[config.mk]
export PLATFORM = sky130hd
export DESIGN_NAME = par_int_8bit_ctrl
export DESIGN_NICKNAME = d
export VERILOG_FILES = /design/src/rtl/par_int_8bit_ctrl.sv
export SDC_FILE = /design/constraint.sdc
export NUM_CORES = 1
export LEC_CHECK = 0
export CORE_MARGIN = 5
export CORE_UTILIZATION = 38
export CTS_BUF_LIST = sky130_fd_sc_hd__clkbuf_16
export DETAILED_ROUTE_END_ITERATION = 7
export PLACE_DENSITY = 0.78
export SETUP_SLACK_MARGIN = 0.02
export SLEW_MARGIN = 20
export SYNTH_ARGS = -nofsm -noshare
export SYNTH_HDL_FRONTEND = slang
export SYNTH_SLANG_ARGS = --single-unit
[constraint.sdc]
create_clock -name clk_i -period 1.9 [get_ports clk_i]
set_input_delay 0.38 -clock clk_i [delete_from_list [all_inputs] [get_ports clk_i]]
set_output_delay 0.38 -clock clk_i [all_outputs]
set_load 0.01 [all_outputs]
[src/rtl/par_int_8bit_ctrl.sv]
// par_int_8bit_ctrl
//
// Bus controller and two-requester round-robin arbiter for the 8-bit
// parallel interface. It grants one requester at a time and runs a burst of
// len+1 beats, one beat per cycle. It owns the interface direction line
// (w_r_o) and the write-data lines (bus_dout_o). A bus turnaround cycle
// (TURN) can be placed between two transactions whose directions differ.
//
// Build option:
//   PAR_INT_CTRL_TURNAROUND_EN  defined     -> TURN is inserted on every
//                                              direction change.
//                               not defined -> IDLE goes straight to XFER;
//                                              w_r_o switches on the grant
//                                              edge.
//
// Ports:
//   clk_i         system clock, all state on rising edge
//   rst_ni        asynchronous active-low reset
//   req_i[1:0]    per-requester request level, held until done
//   req_wr_i[1:0] per-requester direction (1 = write to bus, 0 = read)
//   req_len0_i    requester 0 burst length minus one, sampled at grant
//   req_len1_i    requester 1 burst length minus one, sampled at grant
//   wdata0_i      requester 0 write data, consumed on each beat_ack
//   wdata1_i      requester 1 write data, consumed on each beat_ack
//   gnt_o[1:0]    one-hot grant, held for the whole transaction
//   beat_ack_o    one pulse per active beat of the granted requester
//   rdata_o       registered read data
//   rvalid_o      rdata_o valid for that requester, one cycle
//   done_o        one-cycle pulse at the end of a transaction
//   busy_o        high in any state other than IDLE
//   w_r_o         bus direction (1 = write, controller drives)
//   bus_en_o      beat strobe to the interface
//   bus_dout_o    write data to the interface, zero unless writing a beat
//   bus_din_i     read data from the interface

module par_int_8bit_ctrl #(
  parameter int DW   = 8,
  parameter int LENW = 4
) (
  input  logic            clk_i,
  input  logic            rst_ni,
  input  logic [1:0]      req_i,
  input  logic [1:0]      req_wr_i,
  input  logic [LENW-1:0] req_len0_i,
  input  logic [LENW-1:0] req_len1_i,
  input  logic [DW-1:0]   wdata0_i,
  input  logic [DW-1:0]   wdata1_i,
  output logic [1:0]      gnt_o,
  output logic [1:0]      beat_ack_o,
  output logic [DW-1:0]   rdata_o,
  output logic [1:0]      rvalid_o,
  output logic [1:0]      done_o,
  output logic            busy_o,
  output logic            w_r_o,
  output logic            bus_en_o,
  output logic [DW-1:0]   bus_dout_o,
  input  logic [DW-1:0]   bus_din_i
);

`ifdef PAR_INT_CTRL_TURNAROUND_EN
  localparam bit TurnEn = 1'b1;
`else
  localparam bit TurnEn = 1'b0;
`endif

  typedef enum logic [1:0] {
    IDLE = 2'd0,
    TURN = 2'd1,
    XFER = 2'd2,
    DONE = 2'd3
  } state_e;

  state_e          state_q, state_d;
  logic [1:0]      gnt_q, gnt_d;
  logic            sel_q, sel_d;     // index of the granted requester
  logic [LENW-1:0] len_q, len_d;
  logic [LENW-1:0] cnt_q, cnt_d;
  logic            w_r_q, w_r_d;
  logic            ptr_q, ptr_d;     // requester favoured when both ask
  logic [DW-1:0]   rdata_q, rdata_d;
  logic [1:0]      rvalid_q, rvalid_d;

  // Arbitration: a lone requester always wins; a tie goes to the pointer.
  logic any_req;
  logic win;

  always_comb begin
    any_req = |req_i;
    if (req_i == 2'b11) begin
      win = ptr_q;
    end else begin
      win = req_i[1];
    end
  end

  always_comb begin
    state_d  = state_q;
    gnt_d    = gnt_q;
    sel_d    = sel_q;
    len_d    = len_q;
    cnt_d    = cnt_q;
    w_r_d    = w_r_q;
    ptr_d    = ptr_q;
    rdata_d  = rdata_q;
    rvalid_d = 2'b00;

    case (state_q)
      IDLE: begin
        if (any_req) begin
          gnt_d = win ? 2'b10 : 2'b01;
          sel_d = win;
          len_d = win ? req_len1_i : req_len0_i;
          cnt_d = '0;
          // Direction switches on the grant edge, so during TURN the bus is
          // already pointed the new way but nothing is strobed yet.
          w_r_d = req_wr_i[win];
          if (TurnEn && (req_wr_i[win] != w_r_q)) begin
            state_d = TURN;
          end else begin
            state_d = XFER;
          end
        end
      end

      TURN: begin
        state_d = XFER;
      end

      XFER: begin
        if (!w_r_q) begin
          rdata_d  = bus_din_i;
          rvalid_d = gnt_q;
        end
        // Counter stops at len, so a full 2^LENW-beat burst never wraps.
        if (cnt_q == len_q) begin
          state_d = DONE;
        end else begin
          cnt_d = cnt_q + LENW'(1);
        end
      end

      DONE: begin
        gnt_d   = 2'b00;
        ptr_d   = ~sel_q;
        state_d = IDLE;
      end

      default: begin
        state_d = IDLE;
      end
    endcase
  end

  always_ff @(posedge clk_i or negedge rst_ni) begin
    if (!rst_ni) begin
      state_q  <= IDLE;
      gnt_q    <= 2'b00;
      sel_q    <= 1'b0;
      len_q    <= '0;
      cnt_q    <= '0;
      w_r_q    <= 1'b0;
      ptr_q    <= 1'b0;
      rdata_q  <= '0;
      rvalid_q <= 2'b00;
    end else begin
      state_q  <= state_d;
      gnt_q    <= gnt_d;
      sel_q    <= sel_d;
      len_q    <= len_d;
      cnt_q    <= cnt_d;
      w_r_q    <= w_r_d;
      ptr_q    <= ptr_d;
      rdata_q  <= rdata_d;
      rvalid_q <= rvalid_d;
    end
  end

  // Beat-level outputs decode directly from the registered state so they
  // line up with the beat cycle itself.
  logic in_xfer;

  always_comb begin
    in_xfer    = (state_q == XFER);
    gnt_o      = gnt_q;
    beat_ack_o = in_xfer ? gnt_q : 2'b00;
    done_o     = (state_q == DONE) ? gnt_q : 2'b00;
    busy_o     = (state_q != IDLE);
    w_r_o      = w_r_q;
    bus_en_o   = in_xfer;
    rdata_o    = rdata_q;
    rvalid_o   = rvalid_q;
    if (in_xfer && w_r_q) begin
      bus_dout_o = sel_q ? wdata1_i : wdata0_i;
    end else begin
      bus_dout_o = '0;
    end
  end

endmodule
======== Word-level counts from Yosys, hierarchy flattened ========
Cells that the tools add are included.
Widths: inputs -> output; s select.
storage, ports and cells
  bits of input ports ..................... 38
  output and inout bits ................... 27
  flip-flop bits (word level) ............. 25
  word-level logic and storage cells ...... 51
operators by class
  magnitude comparators ................... 1
  bitwise logic cells ..................... 2
  $add $sub $neg .......................... 1
  multiplexer cells ....................... 19
  equal/unequal tests ..................... 8
  reductions and logical operators ........ 11
operators with widths
  operator             number
  $mux 2               8
  $mux 8               2
  $mux 4               3
  $pmux 2 s4           1
  $pmux 4 s2           1
  $reduce_and 2->1     4
  $eq 2x2->1 const B   3
  $reduce_bool 2->1    3
  $add 4x1->4 const B  1
  $eq 4x4->1           1
  $ne 2x2->1 const B   2
  $pmux 2 s2           1
  $mux 1               3
  $reduce_and 3->1     1
  $eq 2x1->1 const B   1
  $logic_not 2->1      1
  $lt 1x2->1 const B   1
  $ne 2x1->1 const B   1
  $not 1->1            2
  $reduce_or 2->1      1
  $logic_and 1x1->1    1

======== Logic depth before layout (Yosys ltp) ========
  depth after elaboration ................. 5
  mapped depth ............................ 5
  mapped depth without buffers ............ 5

======== Least setup slack after synthesis ========
Ideal clock, no wire load.
  kind .................................... reg2out
  start ................................... register state_q[0]
  end ..................................... output bus_dout_o[0]
  arrival time ............................ 1124 ps
  setup slack ............................. 396 ps
  required time ........................... 1520 ps
  cell stages (with the launch flop) ...... 5
  path buffers ............................ 0
  cells stage by stage .................... dfrtp_1 nand2b_4 inv_1 nand2_1 nor2_1
between the ends
  cells in the longest elaborated chain, start to end .. 3
ends and longest elaborated chain
  item                    line  source
  start, declared         73    state_e state_q, state_d;
  start signal, assigned  166   state_q <= state_d;
  $eq 2x2->1              183   in_xfer = (state_q == XFER);
  net bus_en_o            55    output logic bus_en_o,
  $logic_and 1x1->1       192   if (in_xfer && w_r_q) begin
  $mux 8                  192
  end, declared           56    output logic [DW-1:0] bus_dout_o,
The timed path passes the listed nets, and every way through them passes these cells.

======== Final worst setup path ========
  start ................................... register state_q[0]
  end ..................................... output bus_dout_o[7]
between the ends
  cells in the longest elaborated chain, start to end .. 3
ends and longest elaborated chain
  item               line
  $eq 2x2->1         183
  $logic_and 1x1->1  192
  $mux 8             192
No other way between the ends.

==> metrics.txt <==
final setup vio count 0; minimum clock period roughly 1.8 ns; routed via count ~1.1k; Synth-to-Final Area Change 65.7%; PwrDens approximately 1600 mW/mm²; Sink Count 25; Fin Clk Skew between 0.0015 and 0.002 ns; total iterations of the first detailed-routing run 5; ranking of synthesized cells by area dfrtp_1, mux2_2, mux2i_1; Synth Instances 110; Post-Syn Area 0.00122 mm²; Synth cell types 27; CTS Buffer Depth 2; final hold violations 0; CP cell instances nand2b_4 -> inv_1 -> nand2_2 -> nor2_1 -> clkdlybuf4s15_1; Syn Area/Cell between 10 and 15 µm²; vias in the first global route 1170; Worst EP arrival between 1 and 1.5 ns; CP Capture Type output pin; latest clock arrival within the worst-skew pair about 0.26 ns; initial core utilization 0.398; global router's overall resource usage 0.155; I/O pin total 65; Root Driver clkbuf_16; Synth top area share 0.514; drt initial violations 64; CTS tree built; Die ar. ~0.0044 mm²; outcome completed; critical path class flip-flop to output pin; grt total ovfl 0; drt drc 0; initial antenna violation count 0; Die W between 60 and 70 µm; VDD IR max approximately 0.00055 V; Synth Net Count ~150; RSZ-0062 raised after global routing false; CP max-delay cell dfrtp_1; gpl congestion 0.779; Fillers approximately 260; Most used DFF post-synth dfrtp_1; FFs w/ async S/R, synth 1.00; DP Wirelength 2.61 mm; register area share after synthesis 0.514; largest area contributor in the netlist dfrtp_1; register area around 630 µm²; ANT nets after route 0; max_slew headroom 0.448; Critical Path RT approximately 1.5 ns; MaxCap Viol Count 0; hold crit path type input port to asynchronous set/reset pin; startpoint types flip-flop; synth warn 0; Antenna Cells 0; worst slew pin tran 0.822 ns; Leak Pwr about 0.94 nW; final worst-path cycle share 0.947; PortBufs 64; global-route wire length before repair between 5 and 6 mm; fin. max-slew vios 0; final net count roughly 220; Die Y around 67 µm; #FFs+latches synth 25; PnR Total Power roughly 0.0032 W; crit path buf inv count 2; WL final approximately 3.1 mm; largest net degree at the start of global routing 26; CTS Buf Count 3; Post-synth EDFFs 0; worst stage delay on the critical path 0.38 ns; core area between 0.003 and 0.004 mm²; Layout Utilization 0.660; Reg clk slew, reported paths around 0.06 ns; Multi-input gate area around 550 µm²; share of cells above drive strength 1 0.145; final setup TNS 0 ns; row cnt 20; CTS H-Tree Depth 1; drt wl/cell around 14 µm; cell class contributing the biggest share of worst-path delay simple AND/OR/NAND/NOR gates; Fmax around 560 MHz; Vias/cell 4.97; CP Max Fanout 8
==> registers in the layout, indices dropped and copies added (netlist names) <==
register,flops
sel_q,1
cnt_q,4
rdata_o,8
ptr_q,1
rvalid_o,2
state_q,2
gnt_o,2
w_r_o,1
len_q,4
==> report_power, final <==
group / switching [W] / internal (W) / leakage, nW
sequential: 0.000207 / 0.000794 / 0.304
clock: 0.000177 / 0.000283 / 0.0409
combinational: 0.000786 / 0.000932 / 0.597
==> kinds of logic (layout without fill, tap and decap cells) <==
| family | count (synthesis) | in the layout | share of synthesized area |
|---|---|---|---|
| flops | 25 | 25 | 0.514 |
| mux | 16 | 16 | 0.140 |
| xor+xnor | 4 | 4 | 0.0288 |
| compound gates | 16 | 16 | 0.117 |
| simple gates | 35 | 35 | 0.148 |
| fa+ha+maj | 1 | 1 | 0.0103 |
| buf+inv | 13 | 82 | 0.0411 |
==> cells in the mapped netlist (2+ instances only) <==
master / instances
dfrtp_1: 25
nor2_1: 11
inv_1: 9
mux2_2: 8
mux2i_1: 8
nand3_1: 6
a222oi_1: 5
nand2_1: 5
and2_1: 4
and3_1: 4
xor2_1: 4
clkbuf_1: 3
o21ai_0: 3
a31o_2: 2
==> stage by stage <==
stage / cells / hold WS, ns / setup slack, ns / cell area (µm²)
global route: 223 / 0.508 / 0.0209 / 2020
finish: 223 / 0.476 / 0.101 / 2020
detailed placement: 219 / 0.494 / -0.0975 / 1930
global placement: 219 / 0.481 / -0.0470 / 1930
floorplan: 110 / 0.0844 / 0.396 / 1220
CTS: 223 / 0.483 / 0.0315 / 2000
==> metal layers <==
metal / part of all wire / global-route usage
met1: 0.39 / 0.169
met4: 0.028 / 0.0711
met3: 0.13 / 0.0725
met2: 0.45 / 0.252
met5: 0 / 0
==> repair_timing <==
item | in CTS | in global routing
hold buffers | 0 | 0
buffers inserted | 0 | 0
setup endpoints to repair | 12 | 11
gates resized for setup | 15 | 12
==> worst paths after layout <==
check	start	cells past startpoint	endpoint	slack, ns
setup / recovery	state_q[0]	5	bus_dout_o[7]	0.10
hold / removal	rst_ni	2	rvalid_o[1]	0.48
setup reg to reg	state_q[1]	5	len_q[2]	0.25
hold reg to reg	ptr_q	2	ptr_q	0.50
max in group asynchronous	rst_ni	2	sel_q	1.17
min in group clk_i	ptr_q	2	ptr_q	0.50
==> placed cells by master (no fill, tap or decap), drive strengths merged, types with 3 or more instances in the layout <==
cell           instances
o21ai                  4
nor2                  12
inv                    9
mux2                   8
a222oi                 5
mux2i                  8
nand2                  5
clkbuf                 4
and2                   4
nand3                  6
clkdlybuf4s15          8
xor2                   4
buf                    5
and3                   4
dlygate4sd2            3
dfrtp                 25
clkdlybuf4s50         50
==> layout make-up <==
class	instances	share of cell area
Sequential cell	25	0.311
Tap cell	44	0.0273
Clock buffer	3	0.0372
Timing Repair Buffer	69	0.335
Clock inverter	1	0.00248
Multi-Input combinational cell	72	0.271
Inverter	9	0.0168
Note: power is estimated with default switching activity, not from simulation.
